==> config.mk <==
export PLATFORM = sky130hd
export DESIGN_NAME = hazard_ctrl_param_flat
export DESIGN_NICKNAME = d
export VERILOG_FILES = /design/src/rtl/hazard_pkg.sv /design/src/rtl/hazard_ctrl_param_if.sv /design/src/rtl/hazard_load_detect.sv /design/src/rtl/hazard_ctrl_param.sv /design/src/flat_wrapper.sv
export SDC_FILE = /design/constraint.sdc
export NUM_CORES = 1
export LEC_CHECK = 0
export CORE_AREA = 2 2 39 41
export DETAILED_ROUTE_END_ITERATION = 6
export DIE_AREA = 0 0 41 43
export PLACE_DENSITY = 0.75
export SLEW_MARGIN = 10
export SYNTH_ARGS = -nofsm -noshare
export SYNTH_HDL_FRONTEND = slang
export SYNTH_HIERARCHICAL = 1
export SYNTH_SLANG_ARGS = --single-unit
==> constraint.sdc <==
create_clock -name clk -period 5.9 [get_ports clk]
set_clock_uncertainty 0.2 [all_clocks]
set_input_delay 1.475 -clock clk [delete_from_list [all_inputs] [get_ports clk]]
set_output_delay 1.475 -clock clk [all_outputs]
set_load 0.02 [all_outputs]
==> src/rtl/hazard_pkg.sv <==
// Shared types and constants for the parametrised pipeline hazard controller.
package hazard_pkg;

    typedef enum logic [2:0] {
        NORMAL     = 3'd0,
        JUMP_FLUSH = 3'd1,
        BR_WAIT    = 3'd2,
        BR_TAKEN   = 3'd3,
        LOAD_STALL = 3'd4
    } hazard_state_e;

    localparam logic [1:0] ADDR_SEQ    = 2'b00;
    localparam logic [1:0] ADDR_JUMP   = 2'b01;
    localparam logic [1:0] ADDR_BRANCH = 2'b10;

    localparam int BR_MODE_STALL = 0;
    localparam int BR_MODE_PNT   = 1;

    typedef struct packed {
        logic       if_write;
        logic       pc_write;
        logic       bubble;
        logic [1:0] addr_sel;
    } hazard_ctl_t;

    function automatic hazard_ctl_t mk_ctl(input logic if_w, input logic pc_w,
                                           input logic bub, input logic [1:0] sel);
        hazard_ctl_t c;
        c.if_write = if_w;
        c.pc_write = pc_w;
        c.bubble   = bub;
        c.addr_sel = sel;
        return c;
    endfunction

endpackage

==> src/rtl/hazard_ctrl_param_if.sv <==
// Decode-side inputs and pipeline-control outputs of the hazard controller.
// Optional perf counters appear when HAZARD_PERF_CNT_EN is defined.
interface hazard_ctrl_param_if #(
    parameter int REG_AW = 5,
    parameter int CNT_W  = 16
);
    import hazard_pkg::*;

    logic              jump;
    logic              branch;
    logic              alu_zero;
    logic              mem_read_ex;
    logic [REG_AW-1:0] ex_rt;
    logic [REG_AW-1:0] id_rs;
    logic [REG_AW-1:0] id_rt;
    logic              id_use_rs;
    logic              id_use_rt;
    logic              mem_wait;
    logic              if_write;
    logic              pc_write;
    logic              bubble;
    logic [1:0]        addr_sel;
    hazard_state_e     state;
`ifdef HAZARD_PERF_CNT_EN
    logic [CNT_W-1:0]  stall_cnt;
    logic [CNT_W-1:0]  flush_cnt;
`endif

    modport master (
        output jump, branch, alu_zero, mem_read_ex, ex_rt, id_rs, id_rt,
               id_use_rs, id_use_rt, mem_wait,
`ifdef HAZARD_PERF_CNT_EN
        input  stall_cnt, flush_cnt,
`endif
        input  if_write, pc_write, bubble, addr_sel, state
    );

    modport slave (
        input  jump, branch, alu_zero, mem_read_ex, ex_rt, id_rs, id_rt,
               id_use_rs, id_use_rt, mem_wait,
`ifdef HAZARD_PERF_CNT_EN
        output stall_cnt, flush_cnt,
`endif
        output if_write, pc_write, bubble, addr_sel, state
    );

endinterface

==> src/rtl/hazard_load_detect.sv <==
// Combinational load-use comparator: the load in EX writes a register the ID instruction reads.
module hazard_load_detect #(
    parameter int REG_AW = 5
) (
    input  logic              mem_read_ex_i,
    input  logic [REG_AW-1:0] ex_rt_i,
    input  logic [REG_AW-1:0] id_rs_i,
    input  logic [REG_AW-1:0] id_rt_i,
    input  logic              id_use_rs_i,
    input  logic              id_use_rt_i,
    output logic              load_hz_o
);

    // $0 is hard-wired, so a load into it never creates a dependency.
    assign load_hz_o = mem_read_ex_i && (ex_rt_i != '0) &&
                       ((id_use_rs_i && (ex_rt_i == id_rs_i)) ||
                        (id_use_rt_i && (ex_rt_i == id_rt_i)));

endmodule

==> src/rtl/hazard_ctrl_param.sv <==
// Pipeline hazard controller: load-use stalls, jump/branch flushes, memory freeze.
// Define HAZARD_PERF_CNT_EN to add saturating stall/flush counters.
module hazard_ctrl_param
    import hazard_pkg::*;
#(
    parameter int REG_AW            = 5,
    parameter int LOAD_STALL_CYCLES = 1,
    parameter int BR_MODE           = 0,
    parameter int CNT_W             = 16
) (
    input  logic          clk,
    input  logic          reset,
    hazard_ctrl_param_if.slave bus
);

    localparam int LS_W = (LOAD_STALL_CYCLES > 1) ? $clog2(LOAD_STALL_CYCLES) : 1;

    hazard_state_e   state_q, state_d;
    logic [LS_W-1:0] cnt_q, cnt_d;
    hazard_ctl_t     ctl;
    logic            load_hz;
    logic            run_normal;

    hazard_load_detect #(.REG_AW(REG_AW)) u_load_detect (
        .mem_read_ex_i (bus.mem_read_ex),
        .ex_rt_i       (bus.ex_rt),
        .id_rs_i       (bus.id_rs),
        .id_rt_i       (bus.id_rt),
        .id_use_rs_i   (bus.id_use_rs),
        .id_use_rt_i   (bus.id_use_rt),
        .load_hz_o     (load_hz)
    );

    always_ff @(posedge clk or posedge reset) begin
        if (reset) begin
            state_q <= NORMAL;
            cnt_q   <= '0;
        end else begin
            state_q <= state_d;
            cnt_q   <= cnt_d;
        end
    end

    always_comb begin
        ctl        = mk_ctl(1'b1, 1'b1, 1'b0, ADDR_SEQ);
        state_d    = state_q;
        cnt_d      = cnt_q;
        run_normal = 1'b0;
        if (bus.mem_wait) begin
            ctl = mk_ctl(1'b0, 1'b0, 1'b0, ADDR_SEQ);
        end else begin
            case (state_q)
                NORMAL: run_normal = 1'b1;
                JUMP_FLUSH, BR_TAKEN: begin
                    ctl     = mk_ctl(1'b1, 1'b1, 1'b1, ADDR_SEQ);
                    state_d = NORMAL;
                end
                LOAD_STALL: begin
                    ctl   = mk_ctl(1'b0, 1'b0, 1'b1, ADDR_SEQ);
                    cnt_d = cnt_q - LS_W'(1);
                    if (cnt_q <= LS_W'(1)) state_d = NORMAL;
                end
                BR_WAIT: begin
                    if (bus.alu_zero) begin
                        ctl     = mk_ctl(1'b0, 1'b1, 1'b1, ADDR_BRANCH);
                        state_d = BR_TAKEN;
                    end else if (BR_MODE == BR_MODE_STALL) begin
                        ctl     = mk_ctl(1'b1, 1'b1, 1'b1, ADDR_SEQ);
                        state_d = NORMAL;
                    end else begin
                        // Fall-through was already fetched: ID holds a fresh instruction.
                        run_normal = 1'b1;
                    end
                end
                default: begin
                    ctl     = mk_ctl(1'b0, 1'b0, 1'b1, ADDR_SEQ);
                    state_d = NORMAL;
                end
            endcase
            if (run_normal) begin
                state_d = NORMAL;
                if (bus.jump) begin
                    ctl     = mk_ctl(1'b0, 1'b1, 1'b0, ADDR_JUMP);
                    state_d = JUMP_FLUSH;
                end else if (load_hz) begin
                    ctl = mk_ctl(1'b0, 1'b0, 1'b1, ADDR_SEQ);
                    if (LOAD_STALL_CYCLES > 1) begin
                        state_d = LOAD_STALL;
                        cnt_d   = LS_W'(LOAD_STALL_CYCLES - 1);
                    end
                end else if (bus.branch) begin
                    if (BR_MODE == BR_MODE_PNT) ctl = mk_ctl(1'b1, 1'b1, 1'b0, ADDR_SEQ);
                    else                        ctl = mk_ctl(1'b0, 1'b0, 1'b0, ADDR_SEQ);
                    state_d = BR_WAIT;
                end
            end
        end
        if (reset) ctl = mk_ctl(1'b0, 1'b0, 1'b1, ADDR_SEQ);
    end

    assign bus.if_write = ctl.if_write;
    assign bus.pc_write = ctl.pc_write;
    assign bus.bubble   = ctl.bubble;
    assign bus.addr_sel = ctl.addr_sel;
    assign bus.state    = state_q;

`ifdef HAZARD_PERF_CNT_EN
    logic [CNT_W-1:0] stall_cnt_q, flush_cnt_q;

    always_ff @(posedge clk or posedge reset) begin
        if (reset) begin
            stall_cnt_q <= '0;
            flush_cnt_q <= '0;
        end else begin
            if (!ctl.pc_write && (stall_cnt_q != '1)) stall_cnt_q <= stall_cnt_q + 1'b1;
            if (((state_q == JUMP_FLUSH) || (state_q == BR_TAKEN)) && (flush_cnt_q != '1))
                flush_cnt_q <= flush_cnt_q + 1'b1;
        end
    end

    assign bus.stall_cnt = stall_cnt_q;
    assign bus.flush_cnt = flush_cnt_q;
`endif

endmodule

==> src/flat_wrapper.sv <==
// flat-port wrapper written by rule: the top's interface ports become plain ports
module hazard_ctrl_param_flat import hazard_pkg::*;
#(
    parameter int REG_AW            = 5,
    parameter int LOAD_STALL_CYCLES = 1,
    parameter int BR_MODE           = 0,
    parameter int CNT_W             = 16
)
  (clk, reset, bus_jump, bus_branch, bus_alu_zero, bus_mem_read_ex, bus_ex_rt, bus_id_rs, bus_id_rt, bus_id_use_rs, bus_id_use_rt, bus_mem_wait, bus_if_write, bus_pc_write, bus_bubble, bus_addr_sel, bus_state);
  hazard_ctrl_param_if #(.REG_AW(REG_AW), .CNT_W(CNT_W)) bus_i ();
  input  logic clk;
  input  logic reset;
  input wire logic [$bits(bus_i.jump)-1:0] bus_jump;
  input wire logic [$bits(bus_i.branch)-1:0] bus_branch;
  input wire logic [$bits(bus_i.alu_zero)-1:0] bus_alu_zero;
  input wire logic [$bits(bus_i.mem_read_ex)-1:0] bus_mem_read_ex;
  input wire logic [$bits(bus_i.ex_rt)-1:0] bus_ex_rt;
  input wire logic [$bits(bus_i.id_rs)-1:0] bus_id_rs;
  input wire logic [$bits(bus_i.id_rt)-1:0] bus_id_rt;
  input wire logic [$bits(bus_i.id_use_rs)-1:0] bus_id_use_rs;
  input wire logic [$bits(bus_i.id_use_rt)-1:0] bus_id_use_rt;
  input wire logic [$bits(bus_i.mem_wait)-1:0] bus_mem_wait;
  output wire logic [$bits(bus_i.if_write)-1:0] bus_if_write;
  output wire logic [$bits(bus_i.pc_write)-1:0] bus_pc_write;
  output wire logic [$bits(bus_i.bubble)-1:0] bus_bubble;
  output wire logic [$bits(bus_i.addr_sel)-1:0] bus_addr_sel;
  output wire logic [$bits(bus_i.state)-1:0] bus_state;
  assign bus_i.jump = bus_jump;
  assign bus_i.branch = bus_branch;
  assign bus_i.alu_zero = bus_alu_zero;
  assign bus_i.mem_read_ex = bus_mem_read_ex;
  assign bus_i.ex_rt = bus_ex_rt;
  assign bus_i.id_rs = bus_id_rs;
  assign bus_i.id_rt = bus_id_rt;
  assign bus_i.id_use_rs = bus_id_use_rs;
  assign bus_i.id_use_rt = bus_id_use_rt;
  assign bus_i.mem_wait = bus_mem_wait;
  assign bus_if_write = bus_i.if_write;
  assign bus_pc_write = bus_i.pc_write;
  assign bus_bubble = bus_i.bubble;
  assign bus_addr_sel = bus_i.addr_sel;
  assign bus_state = bus_i.state;
  hazard_ctrl_param #(.REG_AW(REG_AW), .LOAD_STALL_CYCLES(LOAD_STALL_CYCLES), .BR_MODE(BR_MODE), .CNT_W(CNT_W)) u_core (.clk(clk), .reset(reset), .bus(bus_i));
endmodule
==> reports/qor.yml <==
placement:
  port_buffers: 30
  dp.cells: 85
  place_congestion: 0.726
  hpwl_um: 829
sta:
  setup_viol_count_final: 0
  period_share_pct: 91.9
  fin_crit_ps: 5420
  max_freq_ghz: 0.184
  fin_tns_setup_ps: 0
  hold_violations: 0
  rsz0062_at_grt: "false"
  slew_violations: 0
  hold_slack_ps: 391
clock_network:
  clk_pin_slew_ps: 30
  cts.repair.resized: 0
  htree_levels: 1
  cts_hold_buffers: 0
  root_buffer: "clkbuf_4"
  clock_sinks: 2
  cts_max_path_buffers: 2
  cts_tree: "built"
  cts_setup_buffers: 0
  cts-buffers-inserted: 3
  insertion_delay_ps: 220
final_layout:
  diodes: 0
  post-route-util_pct: 46.7
  largest_reg_flops: 2
  area_growth_pct: 108
  drive_gt1_share_pct: 6.94
  multi_input_area_um2: 245
  regArea_um2: 50.0
  finalNonFillerCells: 88
  n_fill_cell: 136
  fin_nets: 98
hold_path:
  holdPathStages: 1
  hold_class: "register to register"
routing:
  num_vias: 402
  drtIter0Drc: 2
  wl_um: 966
  drc: 0
  wl_per_cell_um: 11.0
  dr.pass1.iters: 2
  antenna_left: 0
  via_per_inst: 4.57
power_and_ir_drop:
  finalPower_mw: 0.120
  max-vdd-ir-drop_mv: 0.121
  clockPowerShare_pct: 25.0
  internal_power_mw: 0.0771
  leakage_nw: 0.257
  p_per_area_nw_per_um2: 186
  p_seq_share_pct: 20.8
  swShare_pct: 35.9
  p_sw_mw: 0.0432
  p_comb_share_pct: 54.2
critical_path:
  rr_worst_depth: 3
  worstPathBufferInverterCount: 3
  startpoint_type: "primary input"
  arrival_ps: 3750
  worst_setup_path_end_kind: "primary output"
  worst_path_dominant_cell_family: "buffers and inverters"
  cp_common_cell: "clkdlybuf4s50_1"
  slowest_delay_ps: 640
  cp_cell_sequence: "clkdlybuf4s50_1 > xor2_1 > nor4_1 > nand3_1 > a21oi_1 > inv_1 > o21a_1 > o21ai_0 > clkdlybuf4s50_1"
  worst_path_max_delay_cell: "clkdlybuf4s50_1"
  path_class: "primary input to primary output"
  crit_cells: 9
  cp_max_fo: 3
  crit_required_ps: 4220
yosys:
  synth_area_per_cell_um2: 7.76
  synth.ff_latch_count: 2
  syn_nets: 64
  syn_area_um2: 310
  synth_cells: 40
  ys_warn_count: 6
  ys_seq_area_share_pct: 16.1
  synth.distinct_cells: 23
floorplan:
  start_util_pct: 22.4
  rows: 14
  pin_count: 32
  die_w_um: 41
  die_h_um: 43
  core_um2: 1380
  die_area_um2: 1760
grt:
  overflow: 0
  grt_pass1_vias: 390
  grt_pass1_wl_um: 1460
  grt_max_degree: 8
  gr-usage-all-layers_pct: 12.6
  antenna_found_initial: 0
job:
  cap_viol_max_count: 0
outcome:
  status: "complete, no violations"
[cell type report]
type                    count  share of cell area, %
repair buffers             30                   46.5
flip-flops and latches      2                   7.75
clock buffers               3                   3.49
multi-input cells          35                   38.0
well taps                  16                   3.10
inverters                   2                   1.16
[worst register-to-register path, delay by kind of cell (launching register included)]
| kind | cells | cell delay [ps] |
|---|---|---|
| flip-flops | 1 | 460 |
| AO/OA/AOI/OAI | 1 | 150 |
| multiplexers | 1 | 290 |
| AND/OR/NAND/NOR | 1 | 50 |
[placed cells by master, fill, tap and decap left out, drive strengths merged, types with 2 or more instances in the layout]
cell	Yosys	routed
nor4	2	2
xor2	8	8
nor2	3	3
nor3	2	2
o21a	2	2
clkdlybuf4s50	0	30
dfrtp	2	2
inv	2	2
o21ai	4	4
xnor2	2	2
nand3	3	3
clkbuf	0	3
[worst paths after layout]
check / startpoint / to / slack (ps)
max in group asynchronous: reset / u_core/bus.state[0] / 4130
min reg2reg: u_core/bus.state[0] / u_core/bus.state[1] / 390
min in group asynchronous: reset / u_core/bus.state[1] / 1250
min: u_core/bus.state[0] / u_core/bus.state[1] / 390
max: bus_ex_rt[2] / bus_bubble / 480
max reg2reg: u_core/bus.state[1] / u_core/bus.state[0] / 4640
[power groups by stage]
stage               Combinational [mW]  Sequential [mW]  Clock (mW)
floorplan                       0.0260           0.0288           0
global placement                0.0647           0.0253           0
detailed placement              0.0650           0.0254           0
CTS                             0.0653           0.0253      0.0330
global route                    0.0691           0.0259      0.0338
finish                          0.0652           0.0250      0.0301
[per-stage QoR]
step                setup WS [ps]  instance area (µm²)
detailed placement            492                  623
finish                        478                  646
global route                  351                  646
CTS                           462                  646
global placement              530                  623
floorplan                    1400                  310
[synthesized netlist by cell type (all sizes together)]
| cell type | number | area (µm²) |
|---|---|---|
| nor4 | 2 | 18.8 |
| or4 | 1 | 7.51 |
| dfrtp | 2 | 50.1 |
| xnor2 | 2 | 17.5 |
| xor2 | 8 | 70.1 |
| nor2 | 3 | 11.3 |
| buf | 1 | 7.51 |
| a32oi | 1 | 8.76 |
| nand2 | 1 | 3.75 |
| nand3 | 3 | 15.0 |
| conb | 1 | 3.75 |
| nor3 | 2 | 15.0 |
| o211a | 1 | 10.0 |
| mux2i | 1 | 10.0 |
| o21a | 2 | 15.0 |
| a21o | 1 | 7.51 |
| inv | 2 | 7.51 |
| and3 | 1 | 6.26 |
| o21ai | 4 | 20.0 |
| a21oi | 1 | 5.00 |
[layer usage]
layer	up-vias	GRT usage, %	share of wire, %
met5	-	0	0
li1	208	-	-
met2	8	20.9	55
met3	0	3.66	5.6
met4	0	8.00	0
met1	186	12.5	40
[cell families (layout without fill, tap and decap cells)]
logic type / Yosys count / after routing / share of synthesized area [%]
mux: 1 / 1 / 3.23
simple gates: 13 / 13 / 25.0
flops: 2 / 2 / 16.1
compound gates: 10 / 10 / 21.4
xor+xnor: 10 / 10 / 28.2
buf+inv: 3 / 35 / 4.84
other cells: 1 / 1 / 1.21
Power figures use the tool's default switching activity.
